## src/rtl/bsg_imul_pkg.sv

```systemverilog
// Shared types for the iterative-multiplier dispatch front end: RV32M multiply
// opcodes, their decode into multiplier controls, and the dispatch FSM states.
package bsg_imul_pkg;

    typedef enum logic [1:0] {
        MUL    = 2'd0,
        MULH   = 2'd1,
        MULHSU = 2'd2,
        MULHU  = 2'd3
    } imul_op_e;

    typedef enum logic [1:0] {
        S_IDLE  = 2'd0,
        S_ISSUE = 2'd1,
        S_WAIT  = 2'd2
    } imul_state_e;

    typedef struct packed {
        logic signed_a;
        logic signed_b;
        logic high;
    } imul_ctrl_s;

    // Map an RV32M multiply op onto the multiplier's operand-sign and
    // high-half selects.
    function automatic imul_ctrl_s imul_decode(input imul_op_e op);
        imul_ctrl_s c;
        c.signed_a = (op == MULH) || (op == MULHSU);
        c.signed_b = (op == MULH);
        c.high     = (op != MUL);
        return c;
    endfunction

endpackage

```

## src/rtl/bsg_imul_dispatch_fifo.sv

```systemverilog
// Small request FIFO for the multiply dispatcher. Pointers carry one extra
// wrap bit so full/empty are unambiguous; depth must be a power of two.
// Enqueue while full is legal only together with a dequeue in the same cycle.
module bsg_imul_dispatch_fifo #(
    parameter int width_p = 8,
    parameter int els_p   = 2
) (
    input  logic                     clk_i,
    input  logic                     reset_n_i,
    input  logic                     enq_i,
    input  logic                     deq_i,
    input  logic [width_p-1:0]       data_i,
    output logic [width_p-1:0]       data_o,
    output logic                     full_o,
    output logic [$clog2(els_p):0]   count_o
);

    localparam int ptr_w_lp = $clog2(els_p);

    logic [width_p-1:0]  mem_q [els_p];
    logic [ptr_w_lp:0]   wptr_q, wptr_d;
    logic [ptr_w_lp:0]   rptr_q, rptr_d;

    // Pointer advance; the spare MSB distinguishes full from empty.
    always_comb begin
        wptr_d = wptr_q;
        rptr_d = rptr_q;
        if (enq_i) wptr_d = wptr_q + 1'b1;
        if (deq_i) rptr_d = rptr_q + 1'b1;
    end

    // Control state: pointers only, cleared by reset.
    always_ff @(posedge clk_i or negedge reset_n_i) begin
        if (!reset_n_i) begin
            wptr_q <= '0;
            rptr_q <= '0;
        end else begin
            wptr_q <= wptr_d;
            rptr_q <= rptr_d;
        end
    end

    // Storage write; contents are meaningless until pointed to, so no reset.
    always_ff @(posedge clk_i) begin
        if (enq_i) mem_q[wptr_q[ptr_w_lp-1:0]] <= data_i;
    end

    assign data_o  = mem_q[rptr_q[ptr_w_lp-1:0]];
    assign count_o = wptr_q - rptr_q;
    assign full_o  = (wptr_q[ptr_w_lp] != rptr_q[ptr_w_lp]) &&
                     (wptr_q[ptr_w_lp-1:0] == rptr_q[ptr_w_lp-1:0]);

endmodule

```

## src/rtl/bsg_imul_dispatch.sv

```systemverilog
// Dispatch front end for the iterative integer multiplier. Requests are queued,
// decoded and issued one at a time; each result returns with its tag through a
// one-entry output register, in request order.
// Optional feature: define BSG_IMUL_DISPATCH_ZERO_BYPASS_EN to answer ops with
// a zero operand directly (result 0) without occupying the multiplier.
module bsg_imul_dispatch
    import bsg_imul_pkg::*;
#(
    parameter int width_p     = 32,
    parameter int tag_width_p = 4,
    parameter int els_p       = 2
) (
    input  logic                   clk_i,
    input  logic                   reset_n_i,

    input  logic                   v_i,
    output logic                   ready_and_o,
    input  logic [1:0]             op_i,
    input  logic [width_p-1:0]     opA_i,
    input  logic [width_p-1:0]     opB_i,
    input  logic [tag_width_p-1:0] tag_i,

    output logic                   v_o,
    output logic [width_p-1:0]     result_o,
    output logic [tag_width_p-1:0] tag_o,
    input  logic                   yumi_i,

    output logic                   mul_v_o,
    input  logic                   mul_ready_and_i,
    output logic [width_p-1:0]     mul_opA_o,
    output logic [width_p-1:0]     mul_opB_o,
    output logic                   mul_signed_opA_o,
    output logic                   mul_signed_opB_o,
    output logic                   mul_gets_high_part_o,
    input  logic                   mul_v_i,
    input  logic [width_p-1:0]     mul_result_i,
    output logic                   mul_yumi_o
);

    typedef struct packed {
        logic [1:0]             op;
        logic [width_p-1:0]     a;
        logic [width_p-1:0]     b;
        logic [tag_width_p-1:0] tag;
    } entry_s;

    localparam int entry_w_lp = $bits(entry_s);

    entry_s                  enq_entry, head;
    logic                    fifo_enq, fifo_deq, fifo_full, fifo_empty;
    logic [$clog2(els_p):0]  fifo_count;
    logic                    out_free;
    imul_ctrl_s              ctrl;

    imul_state_e             state_q, state_d;
    logic [tag_width_p-1:0]  tag_r_q, tag_r_d;
    logic                    out_v_q, out_v_d;
    logic [width_p-1:0]      out_result_q, out_result_d;
    logic [tag_width_p-1:0]  out_tag_q, out_tag_d;

`ifdef BSG_IMUL_DISPATCH_ZERO_BYPASS_EN
    logic                    head_zero;
    assign head_zero = (head.a == '0) || (head.b == '0);
`endif

    // A full FIFO still accepts when the head leaves in the same cycle.
    assign ready_and_o = reset_n_i & (~fifo_full | fifo_deq);
    assign fifo_enq    = v_i & ready_and_o;
    assign fifo_empty  = (fifo_count == '0);
    assign enq_entry   = '{op: op_i, a: opA_i, b: opB_i, tag: tag_i};

    bsg_imul_dispatch_fifo #(
        .width_p (entry_w_lp),
        .els_p   (els_p)
    ) fifo (
        .clk_i     (clk_i),
        .reset_n_i (reset_n_i),
        .enq_i     (fifo_enq),
        .deq_i     (fifo_deq),
        .data_i    (enq_entry),
        .data_o    (head),
        .full_o    (fifo_full),
        .count_o   (fifo_count)
    );

    // Operands pass through untouched; only the controls are decoded.
    assign ctrl                 = imul_decode(imul_op_e'(head.op));
    assign mul_opA_o            = head.a;
    assign mul_opB_o            = head.b;
    assign mul_signed_opA_o     = ctrl.signed_a;
    assign mul_signed_opB_o     = ctrl.signed_b;
    assign mul_gets_high_part_o = ctrl.high;

    assign out_free = ~out_v_q | yumi_i;

    // Dispatch FSM: issue head, wait for the product, hand it to the output register.
    always_comb begin
        state_d      = state_q;
        tag_r_d      = tag_r_q;
        out_v_d      = out_v_q & ~yumi_i;
        out_result_d = out_result_q;
        out_tag_d    = out_tag_q;
        fifo_deq     = 1'b0;
        mul_v_o      = 1'b0;
        mul_yumi_o   = 1'b0;
        case (state_q)
            S_IDLE: begin
                if (!fifo_empty || fifo_enq) state_d = S_ISSUE;
            end
            S_ISSUE: begin
`ifdef BSG_IMUL_DISPATCH_ZERO_BYPASS_EN
                if (head_zero) begin
                    if (out_free) begin
                        fifo_deq     = 1'b1;
                        out_v_d      = 1'b1;
                        out_result_d = '0;
                        out_tag_d    = head.tag;
                        state_d      = ((fifo_count > 1) || fifo_enq) ? S_ISSUE : S_IDLE;
                    end
                end else
`endif
                begin
                    mul_v_o = 1'b1;
                    if (mul_ready_and_i) begin
                        fifo_deq = 1'b1;
                        tag_r_d  = head.tag;
                        state_d  = S_WAIT;
                    end
                end
            end
            S_WAIT: begin
                mul_yumi_o = mul_v_i & out_free;
                if (mul_yumi_o) begin
                    out_v_d      = 1'b1;
                    out_result_d = mul_result_i;
                    out_tag_d    = tag_r_q;
                    state_d      = (!fifo_empty || fifo_enq) ? S_ISSUE : S_IDLE;
                end
            end
            default: state_d = S_IDLE;
        endcase
    end

    // State, in-flight tag and output register.
    always_ff @(posedge clk_i or negedge reset_n_i) begin
        if (!reset_n_i) begin
            state_q      <= S_IDLE;
            tag_r_q      <= '0;
            out_v_q      <= 1'b0;
            out_result_q <= '0;
            out_tag_q    <= '0;
        end else begin
            state_q      <= state_d;
            tag_r_q      <= tag_r_d;
            out_v_q      <= out_v_d;
            out_result_q <= out_result_d;
            out_tag_q    <= out_tag_d;
        end
    end

    assign v_o      = out_v_q;
    assign result_o = out_result_q;
    assign tag_o    = out_tag_q;

endmodule

```

## config.mk

```make
export PLATFORM = sky130hd
export DESIGN_NAME = bsg_imul_dispatch
export DESIGN_NICKNAME = d
export VERILOG_FILES = /design/src/rtl/bsg_imul_pkg.sv /design/src/rtl/bsg_imul_dispatch_fifo.sv /design/src/rtl/bsg_imul_dispatch.sv
export SDC_FILE = /design/constraint.sdc
export NUM_CORES = 1
export LEC_CHECK = 0
export CAP_MARGIN = 20
export CELL_PAD_IN_SITES_DETAIL_PLACEMENT = 0
export CELL_PAD_IN_SITES_GLOBAL_PLACEMENT = 1
export CORE_AREA = 2 2 139 141
export CTS_BUF_LIST = sky130_fd_sc_hd__clkbuf_4 sky130_fd_sc_hd__clkbuf_8
export DETAILED_ROUTE_END_ITERATION = 10
export DIE_AREA = 0 0 141 143
export PLACE_DENSITY = 0.84
export SLEW_MARGIN = 10
export SYNTH_ARGS = -nofsm -noshare
export SYNTH_HDL_FRONTEND = slang
export SYNTH_SLANG_ARGS = --single-unit
```

## constraint.sdc

```tcl
create_clock -name clk_i -period 9.1 [get_ports clk_i]
set_input_delay 0.91 -clock clk_i [delete_from_list [all_inputs] [get_ports clk_i]]
set_output_delay 0.91 -clock clk_i [all_outputs]
set_load 0.03 [all_outputs]
```

==> metrics.cfg <==
[outcome]
status = completed

[synthesis]
seq_area_frac_synth = 0.712
syn_nets = 525
ys_seq_elements = 187
syn_inst = 415
ys.warnings.count = 0
synth_area_sq_um = 7550
ys_types = 30
syn_avg_cell_area_sq_um = 18.2

[sta]
finalClockSkew_ns = 0.0109
worst_pin_slew_ns = 1.06
fmax_mhz = 253
finalHoldViolations = 0
max_slew_margin = 0.296
rsz0062_at_grt = false
setup_tns_ns = 0
final_max_slew_viol_count = 0
final-setup-viol-count = 0
period_share = 0.434
fin_crit_ns = 3.95

[grt]
antenna_found_initial = 0
grt_max_degree = 77
overflow = 0
track_usage = 0.138
grt_pass1_vias = 4095
grt_pass1_wl_microns = 21100

[drt]
drc = 0
drt_iter0_markers = 161
drt-total-wl_microns = 13800
first_pass_iters = 4
drt-wirelength-per-cell_microns = 16.8
num_vias = 3832
antenna_left = 0
routed_via_density = 4.67

[setup_path]
crit_path_max_fanout = 37
worstSetupStartpointType = input port
arrival_ns = 3.04
critPathKind = in2out
endpoint_kind = primary output
cp_data_required_time_ns = 8.19

[cts]
cts_tree = done
postCtsSetupBuffers = 0
postCtsHoldBufs = 0
cts-root-buf = clkbuf_8
clk_pin_slew_ns = 0.10
clock_latency_ns = 0.45
cts_max_path_buffers = 2
clock_sinks = 187
cts_inserted_buffers = 17
htree_levels = 4
cts_resized = 0

[power]
clockPowerShare = 0.176
p_switching_uw = 1110
pwr_density_cell_nw_per_um2 = 320
p_leak_uw = 0.00354
total_power_uw = 3150
p_comb_frac = 0.420
switching_share = 0.354
p_seq_frac = 0.403
p_int_uw = 2030
ir_drop_uv = 136

[floorplan]
start_util = 0.407
core_area_sq_um = 18600
dieWidth_microns = 141
ios = 215
die_area_sq_um = 20200
rows = 50
die_y_microns = 143

[layout]
drive_gt1_frac = 0.240
antenna_cells = 0
stdcell_count = 821
nets = 685
syn_to_final_growth_pct = 30.4

[placed_design]
place_congestion = 0.791
io_buffers = 214
dp_hpwl_microns = 8980
place_inst = 790

[job]
cap_violations = 0

[worst_hold_path]
hp-class = reg2reg

-- area by class of cell --
cell class,instances,area [sq um]
clock buffers,17,234
clock inverters,14,169
well taps,234,293
flip-flops and latches,187,5380
fillers,1454,8730
multi-input cells,147,1590
repair buffers,218,2170
inverters,4,15.0
-- flip-flops by register name, indices dropped and copies added, names as in the netlist --
name / count
v_o: 1
fifo.wptr_q: 2
tag_o: 4
result_o: 32
fifo.rptr_q: 2
state_q: 2
tag_r_q: 4
fifo.mem_q: 140
-- power by group through the flow --
| stage | logic, uW | clock network, uW | registers [uW] |
|---|---|---|---|
| floorplan | 848 | 0 | 1380 |
| global placement | 1320 | 0 | 1280 |
| detailed placement | 1330 | 0 | 1300 |
| CTS | 1340 | 578 | 1280 |
| global route | 1390 | 609 | 1300 |
| finish | 1320 | 556 | 1270 |
-- worst paths after layout --
check,depth (start not counted),end,start,slack (ns)
min in group asynchronous,2,result_o[28]$_DFFE_PN0P_,reset_n_i,0.55
hold reg to reg,2,tag_r_q[2]$_DFFE_PN0P_,tag_r_q[2]$_DFFE_PN0P_,0.50
setup / recovery,5,mul_yumi_o,mul_v_i,5.15
setup reg to reg,3,fifo.mem_q[0][31]$_DFFE_PP_,fifo.rptr_q[0]$_DFFE_PN0P_,6.25
max in group asynchronous,2,fifo.rptr_q[0]$_DFFE_PN0P_,reset_n_i,8.07
hold / removal,2,tag_r_q[2]$_DFFE_PN0P_,tag_r_q[2]$_DFFE_PN0P_,0.50
-- cells in the final DEF, fill, tap and decap left out --
cell and count:
nand3b_1 2, dfrtp_4 1, nand2_1 8, clkinv_4 1, mux2_4 29, a41oi_1 1
nor2_1 2, a211oi_4 1, mux2i_1 6, a21oi_4 1, a21boi_0 2, a211oi_1 1
xnor2_1 4, a31o_2 1, o31ai_1 1, buf_2 1, a21o_1 1, o21ba_2 1
o21ai_0 5, dfrtp_1 46, edfxtp_1 140, bufinv_16 3, nand2b_1 1, mux2_2 71
clkdlybuf4s50_1 213, clkinvlp_4 4, a31oi_1 1, clkbuf_8 17, clkinv_1 1, ha_1 2
nand3_1 1, buf_4 4, clkinv_2 2, inv_6 3, a21oi_1 3, nor2b_4 1
and3b_1 1, inv_1 4
-- worst max-delay path: stages --
cell and delay, ns:
clkdlybuf4s50_1 0.52, nand3b_1 0.16, nor2b_4 0.13, buf_4 0.52, clkdlybuf4s50_1 0.79
-- per-layer routing --
layer	part of all wire	GRT usage
met3	0.072	0.0523
met4	0.010	0.0458
met5	0	0
met2	0.48	0.225
met1	0.43	0.169
-- cells by family after synthesis --
| logic type | Yosys count | synth area share |
|---|---|---|
| flops | 187 | 0.712 |
| mux | 106 | 0.171 |
| buf+inv | 81 | 0.0812 |
| compound gates | 19 | 0.0164 |
| simple gates | 16 | 0.0108 |
| xor+xnor | 4 | 0.00464 |
| fa+ha+maj | 2 | 0.00331 |
-- cell usage after synthesis (all sizes together) --
master	instances	area [sq um]
nand3	1	5.00
nor2	2	7.51
a21o	1	7.51
a211oi	2	15.0
ha	2	25.0
a21oi	4	20.0
o21ba	1	10.0
a31oi	1	6.26
inv	4	15.0
nand3b	2	15.0
o21ai	5	25.0
and3b	1	8.76
edfxtp	140	4200
a41oi	1	8.76
a31o	1	8.76
o31ai	1	7.51
nand2	8	30.0
a21boi	2	15.0
mux2i	6	60.1
buf	76	594
nor2b	1	8.76
dfrtp	47	1180
xnor2	4	35.0
nand2b	1	6.26
clkbuf	1	3.75
mux2	100	1230
-- per-stage QoR --
step	area (sq um)	utilization	worst slack, ns	hold WS [ns]
global placement	9450	0.508	5.22	0.468
global route	9850	0.530	5.06	0.526
detailed placement	9450	0.508	5.16	0.476
floorplan	7550	-	1.93	0.450
CTS	9850	0.530	5.15	0.503
finish	9850	0.530	5.15	0.498
No activity file was read; power rests on OpenSTA's default activity.
